**src/rtl/uart_tx_if.sv**
```systemverilog
// Byte handoff between the UART store path (master) and the transmitter (slave).
// Carries the byte, its valid strobe and the transmitter's ready flag.
interface uart_tx_if;
  logic [7:0] data_in;
  logic       data_in_valid;
  logic       data_in_ready;

  modport master (
    output data_in,
    output data_in_valid,
    input  data_in_ready
  );

  modport slave (
    input  data_in,
    input  data_in_valid,
    output data_in_ready
  );
endinterface

```
**src/rtl/uart_transmitter.sv**
```systemverilog
// Serializes accepted bytes onto serial_out as 8N1 frames: start bit, data bits LSB
// first, stop bit. Each symbol lasts SYMBOL_EDGE_TIME clocks.
// Optional feature: define UART_TX_PARITY_EN to insert one even-parity symbol after
// bit7, giving an 11-symbol frame.
module uart_transmitter #(
  parameter int unsigned CLOCK_FREQ = 50_000_000,
  parameter int unsigned BAUD_RATE  = 115_200
) (
  input  logic     clk,
  input  logic     rst,
  uart_tx_if.slave tx,
  output logic     serial_out
);

  localparam int unsigned SYMBOL_EDGE_TIME    = CLOCK_FREQ / BAUD_RATE;
  localparam int unsigned CLOCK_COUNTER_WIDTH = $clog2(SYMBOL_EDGE_TIME);
  localparam logic [CLOCK_COUNTER_WIDTH-1:0] LastCount =
      CLOCK_COUNTER_WIDTH'(SYMBOL_EDGE_TIME - 1);

`ifdef UART_TX_PARITY_EN
  typedef enum logic [2:0] {StIdle, StStart, StData, StParity, StStop} state_e;
`else
  typedef enum logic [2:0] {StIdle, StStart, StData, StStop} state_e;
`endif

  state_e                         state_q, state_d;
  logic [CLOCK_COUNTER_WIDTH-1:0] cnt_q, cnt_d;
  logic [2:0]                     bit_q, bit_d;
  logic [7:0]                     shift_q, shift_d;
  logic                           serial_q, serial_d;
  logic                           ready_q, ready_d;
  logic                           symbol_done;
`ifdef UART_TX_PARITY_EN
  logic                           parity_q, parity_d;
`endif

  assign symbol_done      = (cnt_q == LastCount);
  assign tx.data_in_ready = ready_q;
  assign serial_out       = serial_q;

  // Next state; serial_d is the line level for the state being entered, so the
  // output flop changes on the same edge as the state.
  always_comb begin
    state_d  = state_q;
    cnt_d    = cnt_q;
    bit_d    = bit_q;
    shift_d  = shift_q;
    serial_d = 1'b1;
`ifdef UART_TX_PARITY_EN
    parity_d = parity_q;
`endif
    unique case (state_q)
      StIdle: begin
        if (tx.data_in_valid && ready_q) begin
          state_d  = StStart;
          cnt_d    = '0;
          bit_d    = '0;
          shift_d  = tx.data_in;
          serial_d = 1'b0;
`ifdef UART_TX_PARITY_EN
          parity_d = ^tx.data_in;
`endif
        end
      end
      StStart: begin
        serial_d = 1'b0;
        if (symbol_done) begin
          state_d  = StData;
          cnt_d    = '0;
          serial_d = shift_q[0];
        end else begin
          cnt_d = cnt_q + 1'b1;
        end
      end
      StData: begin
        serial_d = shift_q[0];
        if (symbol_done) begin
          cnt_d = '0;
          if (bit_q == 3'd7) begin
`ifdef UART_TX_PARITY_EN
            state_d  = StParity;
            serial_d = parity_q;
`else
            state_d  = StStop;
            serial_d = 1'b1;
`endif
          end else begin
            bit_d    = bit_q + 3'd1;
            shift_d  = {1'b0, shift_q[7:1]};
            serial_d = shift_q[1];
          end
        end else begin
          cnt_d = cnt_q + 1'b1;
        end
      end
`ifdef UART_TX_PARITY_EN
      StParity: begin
        serial_d = parity_q;
        if (symbol_done) begin
          state_d  = StStop;
          cnt_d    = '0;
          serial_d = 1'b1;
        end else begin
          cnt_d = cnt_q + 1'b1;
        end
      end
`endif
      StStop: begin
        if (symbol_done) begin
          state_d = StIdle;
          cnt_d   = '0;
        end else begin
          cnt_d = cnt_q + 1'b1;
        end
      end
      default: begin
        state_d = StIdle;
        cnt_d   = '0;
      end
    endcase
    // Registered ready: high exactly in the cycles spent in idle.
    ready_d = (state_d == StIdle);
  end

  // State register with synchronous reset; reset aborts any frame in flight.
  always_ff @(posedge clk) begin
    if (rst) begin
      state_q  <= StIdle;
      cnt_q    <= '0;
      bit_q    <= '0;
      shift_q  <= '0;
      serial_q <= 1'b1;
      ready_q  <= 1'b0;
`ifdef UART_TX_PARITY_EN
      parity_q <= 1'b0;
`endif
    end else begin
      state_q  <= state_d;
      cnt_q    <= cnt_d;
      bit_q    <= bit_d;
      shift_q  <= shift_d;
      serial_q <= serial_d;
      ready_q  <= ready_d;
`ifdef UART_TX_PARITY_EN
      parity_q <= parity_d;
`endif
    end
  end

endmodule

```
**src/flat_wrapper.sv**
```systemverilog
// flat-port wrapper written by rule: the top's interface ports become plain ports
module uart_transmitter_flat 
#(
  parameter int unsigned CLOCK_FREQ = 50_000_000,
  parameter int unsigned BAUD_RATE  = 115_200
)
  (clk, rst, serial_out, tx_data_in, tx_data_in_valid, tx_data_in_ready);
  uart_tx_if tx_i ();
  input  logic clk;
  input  logic rst;
  output logic serial_out;
  input wire logic [$bits(tx_i.data_in)-1:0] tx_data_in;
  input wire logic [$bits(tx_i.data_in_valid)-1:0] tx_data_in_valid;
  output wire logic [$bits(tx_i.data_in_ready)-1:0] tx_data_in_ready;
  assign tx_i.data_in = tx_data_in;
  assign tx_i.data_in_valid = tx_data_in_valid;
  assign tx_data_in_ready = tx_i.data_in_ready;
  uart_transmitter #(.CLOCK_FREQ(CLOCK_FREQ), .BAUD_RATE(BAUD_RATE)) u_core (.clk(clk), .rst(rst), .tx(tx_i), .serial_out(serial_out));
endmodule
```
**config.mk**
```make
export PLATFORM = sky130hd
export DESIGN_NAME = uart_transmitter_flat
export DESIGN_NICKNAME = d
export VERILOG_FILES = /design/src/rtl/uart_tx_if.sv /design/src/rtl/uart_transmitter.sv /design/src/flat_wrapper.sv
export SDC_FILE = /design/constraint.sdc
export NUM_CORES = 1
export LEC_CHECK = 0
export BUFFER_PORTS_ARGS = -buffer_cell sky130_fd_sc_hd__buf_2
export CAP_MARGIN = 25
export CORE_UTILIZATION = 43
export DETAILED_ROUTE_END_ITERATION = 6
export SLEW_MARGIN = 20
export SYNTH_ARGS = -nofsm -noshare
export SYNTH_HDL_FRONTEND = slang
export SYNTH_SLANG_ARGS = --single-unit
export TNS_END_PERCENT = 10
```
**constraint.sdc**
```tcl
create_clock -name clk -period 2.3 [get_ports clk]
set_input_delay 0 -clock clk [delete_from_list [all_inputs] [get_ports clk]]
set_output_delay 0 -clock clk [all_outputs]
set_load 0.005 [all_outputs]
```
; ---- Yosys cells after proc, flatten, opt, wreduce, memory -nomap -nowiden
; Cells that the tools add are included.
[totals]
reg_bits = 25
in_bits = 11
out_inout_bits = 2
[op_classes]
addsub = 2
n_eq_ne = 8
mux = 22
reduce_logical = 6
[ops]
columns = operator, n
row1 = two-way mux 3 bit, 8
row2 = two-way mux 8 bit, 3
row3 = two-way mux 9 bit, 2
row4 = one-hot mux 9 bit (2 select lines), 1
row5 = one-hot mux 8 bit (2 select lines), 1
row6 = one-hot mux 3 bit (4 select lines), 1
row7 = "adder 9 x 1 -> 9 bit, second input constant", 1
row8 = "equality test 9 bit, second input constant", 1
row9 = "equality test 3 x 2 -> 1 bit, second input constant", 2
row10 = logical NOT 3 bit, 2
row11 = one-hot mux 3 bit (2 select lines), 1
row12 = two-way mux 1 bit, 4
row13 = "inequality test 2 x 1 -> 1 bit, second input constant", 2
row14 = AND reduction 4 bit, 1
row15 = "adder 3 x 1 -> 3 bit, second input constant", 1
row16 = "equality test 3 x 1 -> 1 bit, second input constant", 1
row17 = "equality test 3 bit, second input constant", 1
row18 = one-hot mux 1 bit (3 select lines), 1
row19 = OR reduction 3 bit, 1
row20 = "inequality test 2 bit, second input constant", 1
row21 = nonzero test 2 bit, 1
row22 = logical AND 1 bit, 1

; ---- Logic depth before layout (Yosys ltp)
[depth]
word_depth = 5
mapped_depth = 8
mapped_depth_nobuf = 6

; ---- Worst setup path after synthesis
; Ideal clock, no wire load.
[synth_timing]
path_kind = reg2reg
start = register u_core.cnt_q[0]
end = register u_core.bit_q[2]
t_arrival_ns = 1.675
required_time_ns = 2.183
path_slack_ns = 0.508
path_stages_with_launch = 8
path_buffers = 2
synth_period_minus_slack_ns = 1.792
path_cell_list = dfxtp_1 > ha_1 > and4_1 > clkbuf_1 > nand4b_4 > and2_4 > buf_6 > a32o_2
[synth_between]
elab_chain_cells = 3
[synth_lines]
columns = element, line
row1 = "start, declared", uart_transmitter.sv:27  ; logic [CLOCK_COUNTER_WIDTH-1:0] cnt_q, cnt_d;
row2 = "start signal, assigned", uart_transmitter.sv:139  ; cnt_q <= cnt_d;
row3 = equality test 9 bit, uart_transmitter.sv:37  ; assign symbol_done = (cnt_q == LastCount);
row4 = inequality test 2 x 1 -> 1 bit (no source line), n/a
row5 = AND reduction 4 bit (no source line), n/a
row6 = "end signal, assigned", uart_transmitter.sv:140  ; bit_q <= bit_d;
row7 = "end, declared", uart_transmitter.sv:28  ; logic [2:0] bit_q, bit_d;
; No other way between the ends.
; A chain may end at the register's enable or synchronous reset.

; ---- Final worst setup path
; Ends and elaborated chain as after synthesis.

==> flow_summary.toml <==
[synthesis]
synth_fp_nets = 147
synth_area_um2 = 1260
yosys.area.top_type_share = 0.398
synth_edf_count = 0
synth-seq-cells = 25
ys_types = 42
async_reset_ff_frac = 0
synth_top_area_cell = "dfxtp_1"
yosysSeqAreaShare = 0.398
yosys_warnings = 0
syn_area_per_cell_um2 = 9.52
synth_cells = 132
ys_top_cells_by_area = "dfxtp_1, a211oi_1, a221oi_1"
yosys_most_used_dff = "dfxtp_1"

[die]
chipWidth_um = 56.1
ios = 13
floorplan.rows = 19
fp.dieH_um = 56.1
core_um2 = 2760
die-area_um2 = 3140
initial_core_util = 0.456

[setup_path]
worst_setup_path_end_kind = "register"
cp.required_ns = 2.52
worstSetupStartpointType = "register"
rr_worst_depth = 5
path_max_fanout = 11
arrival_ns = 2.01
worst-setup-path-type = "reg2reg"

[pwr]
power.density_nw_per_um2 = 519
vdd_drop_max_v = 0.000291
leakagePower_nw = 0.537

[cells_and_area]
final_cell_mix = "dfxtp_1, nor2_1, buf_2"
diodes = 0
regArea_um2 = 500
multi_input_area_um2 = 687
nets = 161
area_growth_pct = 9.46
final_common_cell = "dfxtp_1"
drive_gt1_frac = 0.179
fillers = 275

[clock_tree]
h-tree-depth = 1
cts_tree = "yes"
clk_pin_slew_ns = 0.13
clk_latency_ns = 0.31
cts.sinks = 25
cts_root_buf = "clkbuf_4"
cts_buffers = 3
post_cts_buffers = 0
clockBufferDepth = 2

[place]
gp_congestion = 0.757
port_buffers = 12
place_hpwl_mm = 1.79

[route]
postRouteAntennaNets = 0
wl_mm = 2.39
via_count = 1023
first_pass_iters = 4
avgRoutedWirePerCell_um = 13.6
drt_iter0_markers = 27
avgViaCountPerCell = 5.81
drc = 0

[sta]
max_freq_ghz = 0.559
finalMaxSlewViolations = 0
finalClockSkew_ns = 0.00107
rsz0062_at_grt = "no"
finalSetupViolCount = 0
period_share = 0.778
slew_headroom = 0.540
whs_ns = 0.0246
fin_tns_setup_ns = 0
hold_violations = 0
fin_crit_ns = 1.79
tightest_slew_ns = 0.683

[global_routing]
grt_pass1_vias = 927
grt_pass1_wl_mm = 4.16
antenna_found_initial = 0
grt.overflow.total = 0
grt_usage = 0.166
grt_max_degree = 15

[min_path]
holdPathStages = 2
hold_class = "in2reg"

[status]
status = "finished clean"

[run]
drv_cap = 0
[worst max-delay path, stage by stage, from the launching register on]
cell      delay (ns)
dfxtp_1         0.45
ha_1            0.17
and4_1          0.34
nand4b_4        0.22
and2_4          0.25
a32o_2          0.26
[flip-flops by register name, indices dropped and copies added (netlist names)]
register / count
u_core.bit_q: 3
u_core.cnt_q: 9
u_core.serial_out: 1
u_core.state_q: 3
u_core.shift_q: 8
u_core.tx.data_in_ready: 1
[repair_timing]
action                                 CTS  global route
hold buffers                             1             0
gates resized for setup                  0             0
endpoints found under the hold margin    1             0
[layer usage]
metal  global-route usage  part of all wire
met1                0.228              0.51
met2                0.255              0.45
met3               0.0209             0.027
met4               0.0836            0.0071
met5                    0                 0
[power by group]
part	total (W)	leakage, nW	internal (W)	switching, W
combinational	0.0000635	0.319	0.0000295	0.0000340
clock	0.000191	0.0150	0.0000676	0.000123
sequential	0.000459	0.203	0.000446	0.0000135
total	0.000714	0.537	0.000543	0.000171
[cell usage after synthesis, drive strengths merged, types with 2 or more instances]
master,count
nor2,12
nor2b,7
a2111oi,3
inv,10
a221oi,7
nand4,6
a31o,2
a211oi,9
a32o,2
nand3,5
and3,3
nor3,3
dfxtp,25
clkbuf,3
buf,3
and2,3
ha,4
nand2,3
xnor2,5
xor2,4
nor3b,2
[cells by family (layout without fill, tap and decap cells)]
group / after synthesis / count (layout) / synth area share
and+or+nand+nor: 48 / 48 / 0.246
AOI/OAI and AO/OA: 29 / 29 / 0.195
DFF: 25 / 25 / 0.398
buffers and inverters: 16 / 29 / 0.0548
xor gates and xnor gates: 9 / 9 / 0.0627
adders and majority gates: 4 / 4 / 0.0398
other: 1 / 1 / 0.00299
[metrics by stage]
stage	power [W]	utilization	worst slack (ns)	instances	cell area, µm²
4_1_cts	0.000728	0.499	0.507	176	1380
2_1_floorplan	0.000508	-	0.508	132	1260
6_report	0.000714	0.499	0.511	176	1380
3_3_place_gp	0.000530	0.485	0.575	171	1340
3_5_place_dp	0.000531	0.485	0.525	171	1340
5_1_grt	0.000752	0.499	0.365	176	1380
[path summary, 6_finish.rpt]
path	from	endpoint	slack, ns
min reg2reg	u_core.shift_q[6]	u_core.shift_q[6]	0.47
min	rst	u_core.shift_q[0]	0.02
max reg2reg	u_core.cnt_q[0]	u_core.bit_q[2]	0.51
max	u_core.cnt_q[0]	u_core.bit_q[2]	0.51
[layout make-up]
| cell class | instances | area share |
|---|---|---|
| Multi-Input combinational cell | 91 | 0.500 |
| Sequential cell | 25 | 0.364 |
| Timing Repair Buffer | 15 | 0.0619 |
| Tap cell | 31 | 0.0282 |
| Inverter | 10 | 0.0273 |
| Clock buffer | 4 | 0.0191 |
Power figures use the tool's default switching activity.
